==> config.mk <==
export PLATFORM = sky130hd
export DESIGN_NAME = rom_fetch_bridge
export DESIGN_NICKNAME = d
export VERILOG_FILES = /design/src/rtl/rom_fetch_bridge_pkg.sv /design/src/rtl/rom_fetch_bridge.sv
export SDC_FILE = /design/constraint.sdc
export NUM_CORES = 1
export LEC_CHECK = 0
export BUFFER_PORTS_ARGS = -buffer_cell sky130_fd_sc_hd__buf_2
export CORE_MARGIN = 5
export CORE_UTILIZATION = 56
export DETAILED_ROUTE_END_ITERATION = 8
export PLACE_DENSITY = 0.85
export SYNTH_ARGS = -nofsm -noshare
export SYNTH_HDL_FRONTEND = slang
export SYNTH_SLANG_ARGS = --single-unit
==> constraint.sdc <==
create_clock -name clk -period 4 [get_ports clk]
set_clock_uncertainty 0.05 [all_clocks]
set_input_delay 0 -clock clk [delete_from_list [all_inputs] [get_ports clk]]
set_output_delay 0 -clock clk [all_outputs]
set_load 0.02 [all_outputs]
==> src/rtl/rom_fetch_bridge_pkg.sv <==
// Shared definitions for the instruction-fetch ROM bridge: bus widths and FSM states.
package rom_fetch_bridge_pkg;

    localparam int ADDR_BUS_W    = 32;
    localparam int DATA_BUS_W    = 32;
    localparam int MEM_SEL_BUS_W = 4;

    typedef enum logic {
        ST_IDLE  = 1'b0,
        ST_FETCH = 1'b1
    } rom_state_e;

endpackage

==> src/rtl/rom_fetch_bridge.sv <==
// Responder for the fetch-stage ROM port, backed by a one-entry fetch buffer
// and a slow req/ack instruction memory. A miss stalls the fetch stage until
// the external memory acknowledges.
module rom_fetch_bridge
    import rom_fetch_bridge_pkg::*;
#(
    parameter logic [31:0] INIT_ADDR = 32'h0,
    parameter int          ADDR_W    = ADDR_BUS_W
) (
    input  logic                     clk,
    input  logic                     rst,
    input  logic                     rom_en,
    input  logic [MEM_SEL_BUS_W-1:0] rom_write_en,
    input  logic [ADDR_W-1:0]        rom_addr,
    input  logic [DATA_BUS_W-1:0]    rom_write_data,
    output logic [DATA_BUS_W-1:0]    rom_read_data,
    output logic                     stall_req,
    input  logic                     inv,
    output logic                     mem_req,
    output logic [ADDR_W-1:0]        mem_addr,
    input  logic                     mem_ack,
    input  logic [DATA_BUS_W-1:0]    mem_rdata,
    output logic                     wr_err
);

    rom_state_e              state_q, state_d;
    logic                    mem_req_q, mem_req_d;
    logic [ADDR_W-1:0]       mem_addr_q, mem_addr_d;
    logic                    stall_q, stall_d;
    logic [DATA_BUS_W-1:0]   rdata_q, rdata_d;
    logic                    buf_valid_q, buf_valid_d;
    logic [ADDR_W-1:0]       buf_addr_q, buf_addr_d;
    logic [DATA_BUS_W-1:0]   buf_data_q, buf_data_d;
    logic                    wr_err_q, wr_err_d;
    logic                    inv_pend_q, inv_pend_d;
    logic                    hit;

    // Write data is never used and only the word part of addresses matters.
    logic unused_ok;
    assign unused_ok = ^{rom_write_data, rom_addr[1:0], buf_addr_q[1:0]};

    // Tag compare; an invalidate in the same cycle forces a miss.
    assign hit = buf_valid_q && !inv && (buf_addr_q[ADDR_W-1:2] == rom_addr[ADDR_W-1:2]);

    // Next-state and output computation for the fetch FSM and buffer.
    always_comb begin
        state_d     = state_q;
        mem_req_d   = mem_req_q;
        mem_addr_d  = mem_addr_q;
        stall_d     = stall_q;
        rdata_d     = rdata_q;
        buf_valid_d = buf_valid_q;
        buf_addr_d  = buf_addr_q;
        buf_data_d  = buf_data_q;
        inv_pend_d  = inv_pend_q;
        wr_err_d    = wr_err_q | (rom_en && (rom_write_en != '0));

        unique case (state_q)
            ST_IDLE: begin
                stall_d    = 1'b0;
                inv_pend_d = 1'b0;
                if (inv) begin
                    buf_valid_d = 1'b0;
                end
                if (rom_en) begin
                    if (hit) begin
                        rdata_d = buf_data_q;
                    end else begin
                        state_d    = ST_FETCH;
                        mem_req_d  = 1'b1;
                        mem_addr_d = {rom_addr[ADDR_W-1:2], 2'b00};
                        stall_d    = 1'b1;
                    end
                end
            end
            ST_FETCH: begin
                if (inv) begin
                    inv_pend_d = 1'b1;
                end
                if (mem_ack) begin
                    // Data still goes to the port; a pending invalidate only
                    // prevents it from being kept in the buffer.
                    buf_data_d  = mem_rdata;
                    buf_addr_d  = mem_addr_q;
                    buf_valid_d = !(inv_pend_q || inv);
                    rdata_d     = mem_rdata;
                    mem_req_d   = 1'b0;
                    stall_d     = 1'b0;
                    inv_pend_d  = 1'b0;
                    state_d     = ST_IDLE;
                end
            end
            default: begin
                state_d = ST_IDLE;
            end
        endcase
    end

    // State register; reset abandons any outstanding request immediately.
    always_ff @(posedge clk or negedge rst) begin
        if (!rst) begin
            state_q     <= ST_IDLE;
            mem_req_q   <= 1'b0;
            mem_addr_q  <= '0;
            stall_q     <= 1'b0;
            rdata_q     <= '0;
            buf_valid_q <= 1'b0;
            buf_addr_q  <= INIT_ADDR[ADDR_W-1:0];
            buf_data_q  <= '0;
            wr_err_q    <= 1'b0;
            inv_pend_q  <= 1'b0;
        end else begin
            state_q     <= state_d;
            mem_req_q   <= mem_req_d;
            mem_addr_q  <= mem_addr_d;
            stall_q     <= stall_d;
            rdata_q     <= rdata_d;
            buf_valid_q <= buf_valid_d;
            buf_addr_q  <= buf_addr_d;
            buf_data_q  <= buf_data_d;
            wr_err_q    <= wr_err_d;
            inv_pend_q  <= inv_pend_d;
        end
    end

    assign rom_read_data = rdata_q;
    assign stall_req     = stall_q;
    assign mem_req       = mem_req_q;
    assign mem_addr      = mem_addr_q;
    assign wr_err        = wr_err_q;

endmodule

==> tab_implementation.tex <==
\begin{tabular}{lr}
\hline
Metric & Value \\
\hline
\multicolumn{2}{l}{\textbf{Outcome}} \\
\quad Outcome & finished, final reports clean \\
\multicolumn{2}{l}{\textbf{Flow run}} \\
\quad Max Cap Viol & 0 \\
\multicolumn{2}{l}{\textbf{Setup path}} \\
\quad Capture instance of the worst register-to-register path & rom\_read\_data[13] \\
\quad Crit Path Max Fanout & 35 \\
\quad Flop-to-flop setup slack & 1.13 ns \\
\quad Reg2reg path depth & 6 \\
\quad Crit. End Element & register \\
\quad Origin of the critical flop-to-flop path & state\_q \\
\quad Type of element launching the critical path & register \\
\quad Worst Path Arrival & 3.21 ns \\
\quad Critical path data required time & 4.34 ns \\
\quad Worst Path Class, Setup & register to register \\
\multicolumn{2}{l}{\textbf{Placement}} \\
\quad Final weighted congestion in routability-driven placement & 0.810 \\
\quad Number of port buffers & 135 \\
\quad Instance area at placement & 6680 sq um \\
\quad Half-perimeter wire length after placement & 9930 microns \\
\multicolumn{2}{l}{\textbf{Logic synthesis}} \\
\quad Number of synthesized flops with an enable pin & 0 \\
\quad Top-area cell type share of the netlist area & 54.6\% \\
\quad Syn avg cell area & 9.69 sq um \\
\quad Leading cell types by total area after synthesis & sky130\_fd\_sc\_hd\_\_dfrtp\_1 (55\%), sky130\_fd\_sc\_hd\_\_nand2\_1 (12\%), sky130\_fd\_sc\_hd\_\_mux2\_1 (5.1\%) \\
\quad Synthesized instance count & 615 \\
\quad Dominant cell type by area after synthesis & sky130\_fd\_sc\_hd\_\_dfrtp\_1 \\
\quad Syn. warnings & 0 \\
\quad Synth Register Bits & 130 \\
\quad Post-synth ARST share & 100\% \\
\quad Most used flip-flop cell after synthesis & sky130\_fd\_sc\_hd\_\_dfrtp\_1 \\
\quad Seq/Total Area, Yosys & 54.6\% \\
\quad Synth Cell Area & 5960 sq um \\
\quad Unique cell type count in the Yosys netlist & 31 \\
\multicolumn{2}{l}{\textbf{Clocking}} \\
\quad Post-CTS setup buffers & 0 \\
\quad CTS tree & yes \\
\quad Clock sink count & 130 \\
\quad CTS buffer count & 17 \\
\quad CTS root buffer & sky130\_fd\_sc\_hd\_\_clkbuf\_8 \\
\quad Clock-pin slew on the worst setup and hold paths & 0.06 ns \\
\quad Max Buffers Root-to-Sink & 2 \\
\quad Number of levels in the clock H-tree & 4 \\
\quad PostCTS Resize Cnt & 0 \\
\quad Clock latency reported for the late side of the worst-skew pair & 0.52 ns \\
\multicolumn{2}{l}{\textbf{Final layout}} \\
\quad Final nets & 905 \\
\quad Antenna diode count & 0 \\
\quad Fraction of layout cells with a size suffix above 1 & 21.8\% \\
\quad Most common cell after layout, fill and taps aside & sky130\_fd\_sc\_hd\_\_nand2\_1 \\
\quad Area Overhead vs Synth & 33.0\% \\
\quad Fin area & 7930 sq um \\
\quad Commonest non-fill, non-tap cells in the layout & sky130\_fd\_sc\_hd\_\_nand2\_1 (192), sky130\_fd\_sc\_hd\_\_buf\_2 (134), sky130\_fd\_sc\_hd\_\_dfrtp\_1 (130), sky130\_fd\_sc\_hd\_\_dlygate4sd3\_1 (68), sky130\_fd\_sc\_hd\_\_inv\_1 (32) \\
\multicolumn{2}{l}{\textbf{Detailed routing}} \\
\quad First-iteration detailed-routing DRC count & 604 \\
\quad Post-detailed-route via-to-cell ratio & 5.73 \\
\quad Drt drc & 0 \\
\quad Average wire per standard cell & 18.1 microns \\
\quad Total via count in the routed design & 5430 \\
\quad Number of optimization iterations in the first detailed-route pass & 5 \\
\quad Detail Route Antenna Nets & 0 \\
\quad Wire length reported by the detailed router & 17100 microns \\
\multicolumn{2}{l}{\textbf{STA}} \\
\quad Clock period minus worst slack & 2.87 ns \\
\quad Final max-slew violation count & 0 \\
\quad Setup Viol. Count Final & 0 \\
\quad Slew at the pin with the worst max-slew slack & 1.03 ns \\
\quad TNS Setup & 0 ns \\
\quad Number of failing hold endpoints at the final stage & 0 \\
\quad Worst slew margin & 31.0\% \\
\quad Post-route clock period utilization & 71.8\% \\
\quad Max Fclk & 348 MHz \\
\quad Unrepaired setup endpoints after global routing & false \\
\multicolumn{2}{l}{\textbf{Power and ir drop}} \\
\quad Power per cell area & 599 nW/um\^{}2 \\
\quad Maximum vdd drop & 0.000357 V \\
\quad Leakage power & 4.02 nW \\
\multicolumn{2}{l}{\textbf{Global route}} \\
\quad Antenna violations before repair & 0 \\
\quad Remaining global-route overflow & 0 \\
\quad Pin count of the biggest net entering global routing & 94 \\
\quad Total routing usage reported by global routing & 27.7\% \\
\quad Via count of the first global-routing pass & 5685 \\
\quad First-pass GRT wire length & 28400 microns \\
\multicolumn{2}{l}{\textbf{Floorplan}} \\
\quad Initial cell density of the core & 57.5\% \\
\quad DIE AREA & 12800 sq um \\
\quad Placeable core region & 10400 sq um \\
\quad Die H & 113 microns \\
\quad I/O Pins & 172 \\
\quad Width of the die & 113 microns \\
\quad Number of placement rows & 37 \\
\multicolumn{2}{l}{\textbf{Min path}} \\
\quad Class of the tightest hold or removal check & primary input to register \\
\quad End point of the worst hold path & rom\_read\_data[30] \\
\quad Worst min-delay path startpoint & rom\_en \\
\quad Worst Hold Depth & 3 \\
\hline
\end{tabular}
==> layout make-up <==
| type | count | area [sq um] |
|---|---|---|
| Sequential cell | 130 | 3250 |
| Fill cell | 667 | 2440 |
| Multi-Input combinational cell | 408 | 2400 |
| Timing Repair Buffer | 211 | 1420 |
| Clock buffer | 26 | 498 |
| Tap cell | 136 | 170 |
| Inverter | 32 | 120 |
| Clock inverter | 4 | 72.6 |
==> cell usage after synthesis (all sizes together), types with 11 or more instances <==
cell type	instances
nand2	193
dfrtp	130
clkbuf	35
inv	32
mux2	31
nand3	31
a22oi	30
and3	30
o311ai	30
xnor2	15
xor2	15
buf	11
==> kinds of logic (layout without fill, tap and decap cells) <==
logic type	count (synthesis)	after routing	synth area share (%)
flip-flops	130	130	54.6
other	1	2	0.0629
multiplexers	31	31	5.86
buffers and inverters	78	273	5.44
AND/OR/NAND/NOR	276	276	20.4
AO/OA/AOI/OAI	69	69	9.25
XOR/XNOR	30	30	4.41
==> registers in the layout (all words and copies together), names as in the netlist <==
register       cells
wr_err             1
stall_req          1
mem_addr          30
state_q            1
buf_valid_q        1
inv_pend_q         1
buf_addr_q        30
mem_req            1
rom_read_data     32
buf_data_q        32
==> critical path, cell delays in order, from the launching register on <==
cell and delay, ns:
sky130_fd_sc_hd__dfrtp_1 0.44, sky130_fd_sc_hd__buf_4 0.37, sky130_fd_sc_hd__inv_1 0.48, sky130_fd_sc_hd__a21oi_2 0.77, sky130_fd_sc_hd__buf_4 0.37, sky130_fd_sc_hd__a22oi_1 0.09
sky130_fd_sc_hd__o311ai_0 0.15
==> metrics by stage <==
| stage | hold WS, ns | total power, W | instances | util [%] | setup slack, ns |
|---|---|---|---|---|---|
| detailed placement | 0.128 | 0.00318 | 849 | 64.4 | 1.24 |
| global route | 0.0757 | 0.00499 | 947 | 76.5 | 0.876 |
| CTS | 0.0205 | 0.00475 | 947 | 76.5 | 1.22 |
| floorplan | -0.346 | 0.00272 | 616 | - | 1.98 |
| global placement | 0.103 | 0.00310 | 849 | 64.4 | 1.30 |
| finish | 0.0700 | 0.00475 | 947 | 76.5 | 1.13 |
==> how the worst max path moves through the flow <==
stage	slack, ns	startpoint	depth (start not counted)	to
2_1_floorplan	1.98	buf_addr_q[30]	7	mem_addr[24]
3_3_place_gp	1.30	buf_addr_q[26]	5	rom_read_data[26]
3_5_place_dp	1.24	state_q	6	rom_read_data[13]
4_1_cts	1.22	buf_addr_q[26]	5	rom_read_data[27]
5_1_grt	0.88	buf_addr_q[18]	5	rom_read_data[0]
6_report	1.13	state_q	6	rom_read_data[13]
==> per-layer routing <==
| metal | up-vias | global-route usage (%) | part of all wire (%) |
|---|---|---|---|
| met2 | 294 | 46.8 | 50 |
| met4 | 0 | 12.4 | 3.5 |
| met3 | 50 | 7.49 | 7.9 |
| met5 | - | 0 | 0 |
| li1 | 2451 | - | - |
| met1 | 2635 | 33.2 | 38 |
==> power by group <==
part / total (W) / switching (W) / leakage [nW] / internal, W
Clock: 0.00150 / 0.000538 / 0.277 / 0.000963
Combinational: 0.00129 / 0.000782 / 2.20 / 0.000509
Sequential: 0.00196 / 0.000270 / 1.54 / 0.00169
==> timing repair <==
action | CTS | global route
endpoints found under the hold margin | 166 | 0
hold buffers | 68 | 0
setup endpoints to repair | 0 | 0
No activity file was read; power rests on OpenSTA's default activity.
